--- src/rtl/pipe_stage_chain_pkg.sv ---
// Shared definitions for the elastic pipeline chain.
//   NOP_INST   : default NOP encoding for a 16-bit instruction payload.
//   clog2_safe : bit width needed to hold values 0..n-1, never less than 1.
package pipe_pkg;

  localparam logic [15:0] NOP_INST = 16'h0000;

  // A plain $clog2 gives 0 for n<=1. A zero-width counter is illegal, so
  // the result is clamped to at least one bit.
  function automatic int clog2_safe(input int n);
    return (n < 2) ? 1 : $clog2(n);
  endfunction

endpackage

--- src/rtl/pipe_stage_chain_if.sv ---
// valid/ready/data handshake bundle for one side of the chain.
//   master : drives valid and data, samples ready
//   slave  : samples valid and data, drives ready
interface pipe_stage_chain_if #(
  parameter int WIDTH = 16
);
  logic             valid;
  logic [WIDTH-1:0] data;
  logic             ready;

  modport master (output valid, data, input ready);
  modport slave  (input valid, data, output ready);
endinterface

--- src/rtl/pipe_stage_chain_stage.sv ---
// pipe_stage: a single elastic register stage (valid bit plus payload).
//   clk, rst    : clock, synchronous active-low reset
//   flush       : clear the stage to an empty NOP
//   load        : capture load_data this edge (the stage becomes valid)
//   load_data   : payload coming from upstream
//   adv         : the stage's content leaves this edge
//   v, d        : registered valid bit and payload
module pipe_stage #(
  parameter int               WIDTH     = 16,
  parameter logic [WIDTH-1:0] NOP_VALUE = '0
) (
  input  logic             clk,
  input  logic             rst,
  input  logic             flush,
  input  logic             load,
  input  logic [WIDTH-1:0] load_data,
  input  logic             adv,
  output logic             v,
  output logic [WIDTH-1:0] d
);

  // Drain clears only the valid bit; the payload keeps its last value,
  // so an empty chain still shows its last word on the output.
  always_ff @(posedge clk) begin
    if (!rst || flush) begin
      v <= 1'b0;
      d <= NOP_VALUE;
    end else if (load) begin
      v <= 1'b1;
      d <= load_data;
    end else if (adv) begin
      v <= 1'b0;
    end
  end

endmodule

--- src/rtl/pipe_stage_chain.sv ---
// pipe_stage_chain: DEPTH elastic register stages carrying an opaque
// payload. Stall propagates back through a combinational ready chain.
// A flush or reset empties every stage and loads NOP_VALUE.
//   clk, rst  : clock, synchronous active-low reset
//   flush     : discard all in-flight entries
//   up        : upstream handshake (in_valid / in_data / in_ready)
//   dn        : downstream handshake (out_valid / out_data / out_ready)
//   occupancy : number of valid stages, 0..DEPTH
module pipe_stage_chain
  import pipe_pkg::*;
#(
  parameter int               WIDTH     = 16,
  parameter int               DEPTH     = 1,
  parameter logic [WIDTH-1:0] NOP_VALUE = WIDTH'(NOP_INST)
) (
  input  logic                                clk,
  input  logic                                rst,
  input  logic                                flush,
  pipe_stage_chain_if.slave                   up,
  pipe_stage_chain_if.master                  dn,
  output logic [clog2_safe(DEPTH+1)-1:0]      occupancy
);

  localparam int OW = clog2_safe(DEPTH + 1);

  logic [DEPTH-1:0]            v, adv, load;
  logic [DEPTH-1:0][WIDTH-1:0] d, load_data;
  logic [DEPTH:0]              room;

  // room[i]: stage i can take a new word this edge, because it is empty or
  // its own content moves on. Evaluated from the output side backwards.
  always_comb begin
    adv         = '0;
    room        = '0;
    room[DEPTH] = dn.ready;
    for (int i = DEPTH - 1; i >= 0; i--) begin
      adv[i]  = v[i] & room[i+1];
      room[i] = ~v[i] | adv[i];
    end
  end

  assign up.ready = ~flush & rst & room[0];
  assign dn.valid = v[DEPTH-1] & ~flush;
  assign dn.data  = d[DEPTH-1];

  for (genvar g = 0; g < DEPTH; g++) begin : g_stage
    if (g == 0) begin : g_head
      assign load[g]      = up.valid & up.ready;
      assign load_data[g] = up.data;
    end else begin : g_body
      assign load[g]      = adv[g-1];
      assign load_data[g] = d[g-1];
    end

    pipe_stage #(
      .WIDTH     (WIDTH),
      .NOP_VALUE (NOP_VALUE)
    ) u_stage (
      .clk       (clk),
      .rst       (rst),
      .flush     (flush),
      .load      (load[g]),
      .load_data (load_data[g]),
      .adv       (adv[g]),
      .v         (v[g]),
      .d         (d[g])
    );
  end

  // Internal moves leave the count alone; only entry and exit change it.
  always_ff @(posedge clk) begin
    if (!rst || flush) occupancy <= '0;
    else               occupancy <= occupancy + OW'(load[0]) - OW'(adv[DEPTH-1]);
  end

endmodule

--- src/flat_wrapper.sv ---
// flat-port wrapper written by rule: the top's interface ports become plain ports
module pipe_stage_chain_flat import pipe_pkg::*;
#(
  parameter int               WIDTH     = 16,
  parameter int               DEPTH     = 1,
  parameter logic [WIDTH-1:0] NOP_VALUE = WIDTH'(NOP_INST)
)
  (clk, rst, flush, occupancy, up_valid, up_data, up_ready, dn_valid, dn_data, dn_ready);
  pipe_stage_chain_if #(.WIDTH(WIDTH)) up_i ();
  pipe_stage_chain_if #(.WIDTH(WIDTH)) dn_i ();
  input  logic clk;
  input  logic rst;
  input  logic flush;
  output logic [clog2_safe(DEPTH+1)-1:0] occupancy;
  input wire logic [$bits(up_i.valid)-1:0] up_valid;
  input wire logic [$bits(up_i.data)-1:0] up_data;
  output wire logic [$bits(up_i.ready)-1:0] up_ready;
  output wire logic [$bits(dn_i.valid)-1:0] dn_valid;
  output wire logic [$bits(dn_i.data)-1:0] dn_data;
  input wire logic [$bits(dn_i.ready)-1:0] dn_ready;
  assign up_i.valid = up_valid;
  assign up_i.data = up_data;
  assign up_ready = up_i.ready;
  assign dn_valid = dn_i.valid;
  assign dn_data = dn_i.data;
  assign dn_i.ready = dn_ready;
  pipe_stage_chain #(.WIDTH(WIDTH), .DEPTH(DEPTH), .NOP_VALUE(NOP_VALUE)) u_core (.clk(clk), .rst(rst), .flush(flush), .up(up_i), .dn(dn_i), .occupancy(occupancy));
endmodule
--- config.mk ---
export PLATFORM = sky130hd
export DESIGN_NAME = pipe_stage_chain_flat
export DESIGN_NICKNAME = d
export VERILOG_FILES = /design/src/rtl/pipe_stage_chain_pkg.sv /design/src/rtl/pipe_stage_chain_if.sv /design/src/rtl/pipe_stage_chain_stage.sv /design/src/rtl/pipe_stage_chain.sv /design/src/flat_wrapper.sv
export SDC_FILE = /design/constraint.sdc
export NUM_CORES = 1
export LEC_CHECK = 0
export CORE_AREA = 8 8 58 60
export DETAILED_ROUTE_END_ITERATION = 8
export DIE_AREA = 0 0 66 68
export MAX_ROUTING_LAYER = met4
export PLACE_DENSITY = 0.7
export REMOVE_ABC_BUFFERS = 1
export SLEW_MARGIN = 20
export SYNTH_ARGS = -nofsm -noshare
export SYNTH_HDL_FRONTEND = slang
export SYNTH_SLANG_ARGS = --single-unit
export TNS_END_PERCENT = 30
--- constraint.sdc ---
create_clock -name clk -period 1.2 [get_ports clk]
set_clock_uncertainty 0.1 [all_clocks]
set_input_delay 0.12 -clock clk [delete_from_list [all_inputs] [get_ports clk]]
set_output_delay 0.12 -clock clk [all_outputs]
set_load 0.1 [all_outputs]
==> impl_metrics.ini <==
[timing]
min_period_ns = 1.29
fin_crit_sh_pct = 108
setup_ws_ns = -0.0902
final_hold_viol_count = 0
worst_pin_slew_ns = 0.285
slew_headroom_pct = 81.0
rsz0062_at_grt = yes
max_freq_mhz = 775
finalSetupViolations = 12
drv_slew = 0

[floorplanning]
die_area_um2 = 4490
die_h_um = 68
design.core.area_um2 = 2570
num_rows = 19
dieWidth_um = 66
boundaryPins = 40
start_util_pct = 31.5

[critical_path]
r2r_start = u_core.g_stage[0].u_stage.v
r2r_slack_ns = -0.06
critPathRequiredTime_ns = 0.98
startpoint_type = flop
worstSetupPathType = reg -> out
cp_max_fo = 3
reg2regPathDepth = 5
crit_arrival_ns = 1.07
endpoint_kind = output port
r2r-end = u_core.g_stage[0].u_stage.d[12]

[grt]
use_met1_pct = 11.2
gr-total-overflow = 0
grt_max_degree = 20
gr-usage-met3_pct = 4.58
grt_usage_pct = 10.8
first_global_vias = 762
use_met2_pct = 18.4
grt_pass1_wl_um = 3700
antenna_found_initial = 0
busiest_layer = met2

[min_path]
worstHoldStart = up_data[4]
whs_path_depth = 3
hold_class = in -> reg
whs_endpoint = u_core.g_stage[0].u_stage.d[4]

[clocking]
clk_latency_ns = 0.28
clkTransAtPathRegs_ns = 0.10
clkSinkCount = 18
root_buffer = clkbuf_4
clockBufferDepth = 2
cts_buffers = 3
cts_tree = yes
htreeDepth = 1

[yosys]
synth_ff_type = dfxtp_1
synth_compound_area_share_pct = 30.9
yosysWarnings = 0
synth_top_area_cell = dfxtp_1
synth_top_cell_area_share_pct = 44.5
synth_adder_area_share_pct = 0
ys_types = 17
syn-cell-area_um2 = 810
avgSynthCellArea_um2 = 9.64
synth_common_cells = 18 x dfxtp_1, 16 x inv_1, 16 x o211ai_1
synthMostInstantiatedCell = dfxtp_1
synth_cells = 84
synth-edff-count = 0
ys_seq_area_share_pct = 44.5
async_reset_ff_share_pct = 0
synth-simple-area-share_pct = 9.58
ys_top_cells_by_area = dfxtp_1 45%, o211ai_1 15%, o21ai_2 11%
synth-seq-cells = 18
synth_top_family_by_area = compound AO/OA/AOI/OAI gates
synth_xor_area_share_pct = 0
muxShareOfSynthArea_pct = 1.24

[routing]
avgRoutedWirePerCell_um = 14.0
wl_um = 2240
vias = 754
firstDrtPassIters = 4
drc = 0
drt_iter0_drc = 20
antenna_left = 0
via_per_inst = 4.71

[power]
power.density_nw_per_um2 = 954
leakage_nw = 0.649
p_total_mw = 1.43
vdd.ir_drop.worst_v = 0.000517

[cells_and_area]
drive_gt1_share_pct = 37.2
n_fill_cell = 225
antenna_cells = 0
area_delta_synth_final_pct = 85.6
final_nets = 151
fin_cells = 160
final_area_um2 = 1500

[placed_design]
portBuffers = 39
post-place-cells = 153
gp_congestion = 0.676
place_ws_ns = -0.252
placed_area_um2 = 1420
hpwl_um = 1670

[status]
status = finished, violations left
violations = negative setup slack

[flow_run]
maxCapViolations = 0
[layout by cell type, fill, tap and decap left out]
| master | n |
|---|---|
| dfxtp_2 | 1 |
| o211ai_1 | 16 |
| clkbuf_8 | 1 |
| nor2b_2 | 1 |
| inv_1 | 16 |
| buf_4 | 5 |
| nand3b_1 | 1 |
| o21ai_2 | 10 |
| dfxtp_1 | 17 |
| o21ai_1 | 6 |
| buf_6 | 3 |
| clkdlybuf4s50_1 | 19 |
| mux2i_1 | 1 |
| o21ai_0 | 1 |
| nand3b_4 | 1 |
| nand2b_1 | 1 |
| o21a_1 | 1 |
| nor2b_4 | 3 |
| dlymetal6s2s_1 | 1 |
| nand2_1 | 1 |
| inv_2 | 1 |
| clkbuf_4 | 3 |
| buf_12 | 19 |
[cell type report]
cell class                      instances  area, um2  area share [%]
Timing Repair Buffer                   47        654            43.5
Sequential cell                        18        362            24.1
Multi-Input combinational cell         43        348            23.1
Inverter                               17       63.8            4.25
Tap cell                               31       38.8            2.58
Clock buffer                            4       36.3            2.41
[critical path, cell delays in order, from the launching register on]
cell	delay, ns
dfxtp_2	0.34
nor2b_4	0.14
nor2b_4	0.13
buf_12	0.18
[sequential cells by signal, summed over array words and instances (netlist names)]
register	cells
u_core.g_stage.u_stage.v	1
u_core.g_stage.u_stage.d	16
u_core.occupancy	1
[cells by family after synthesis]
logic type | after synthesis
buf+inv | 23
simple gates | 8
flops | 18
compound gates | 34
mux | 1
[metrics by stage]
stage               hold slack (ns)  TNS, ns  utilization, %
floorplan                     0.144    -4.72               -
detailed placement            0.423    -3.97            55.3
CTS                           0.274   -0.394            58.1
global route                  0.276    -1.25            58.5
finish                        0.272   -0.277            58.5
global placement              0.390    -3.17            55.3
[repair_timing]
item                       CTS  global route
pin swaps                    0             1
gates resized for setup      9             5
setup endpoints to repair    6            19
buffers inserted             3             0
hold buffers                 0             0
[layer usage]
layer  routed length, um  vias to the layer above
li1                    -                      376
met1                 874                      347
met2                1120                       28
met3                 232                        3
met4                  18                        0
met5                   0                        -
[where the power goes]
group / total, mW / switching, mW / internal (mW)
sequential: 0.641 / 0.0222 / 0.619
combinational: 0.430 / 0.247 / 0.183
clock: 0.363 / 0.178 / 0.185
total: 1.43 / 0.447 / 0.987
[worst max-delay path by stage]
stage	depth (start not counted)	slack, ns	start	to
2_1_floorplan	2	-0.89	rst	up_ready
3_3_place_gp	4	-0.20	flush	up_ready
3_5_place_dp	4	-0.25	dn_ready	u_core.g_stage[0].u_stage.d[3]
4_1_cts	3	-0.09	u_core.g_stage[0].u_stage.v	up_ready
5_1_grt	3	-0.14	u_core.g_stage[0].u_stage.v	up_ready
6_report	3	-0.09	u_core.g_stage[0].u_stage.v	up_ready
(Power assumes the default switching activity.)
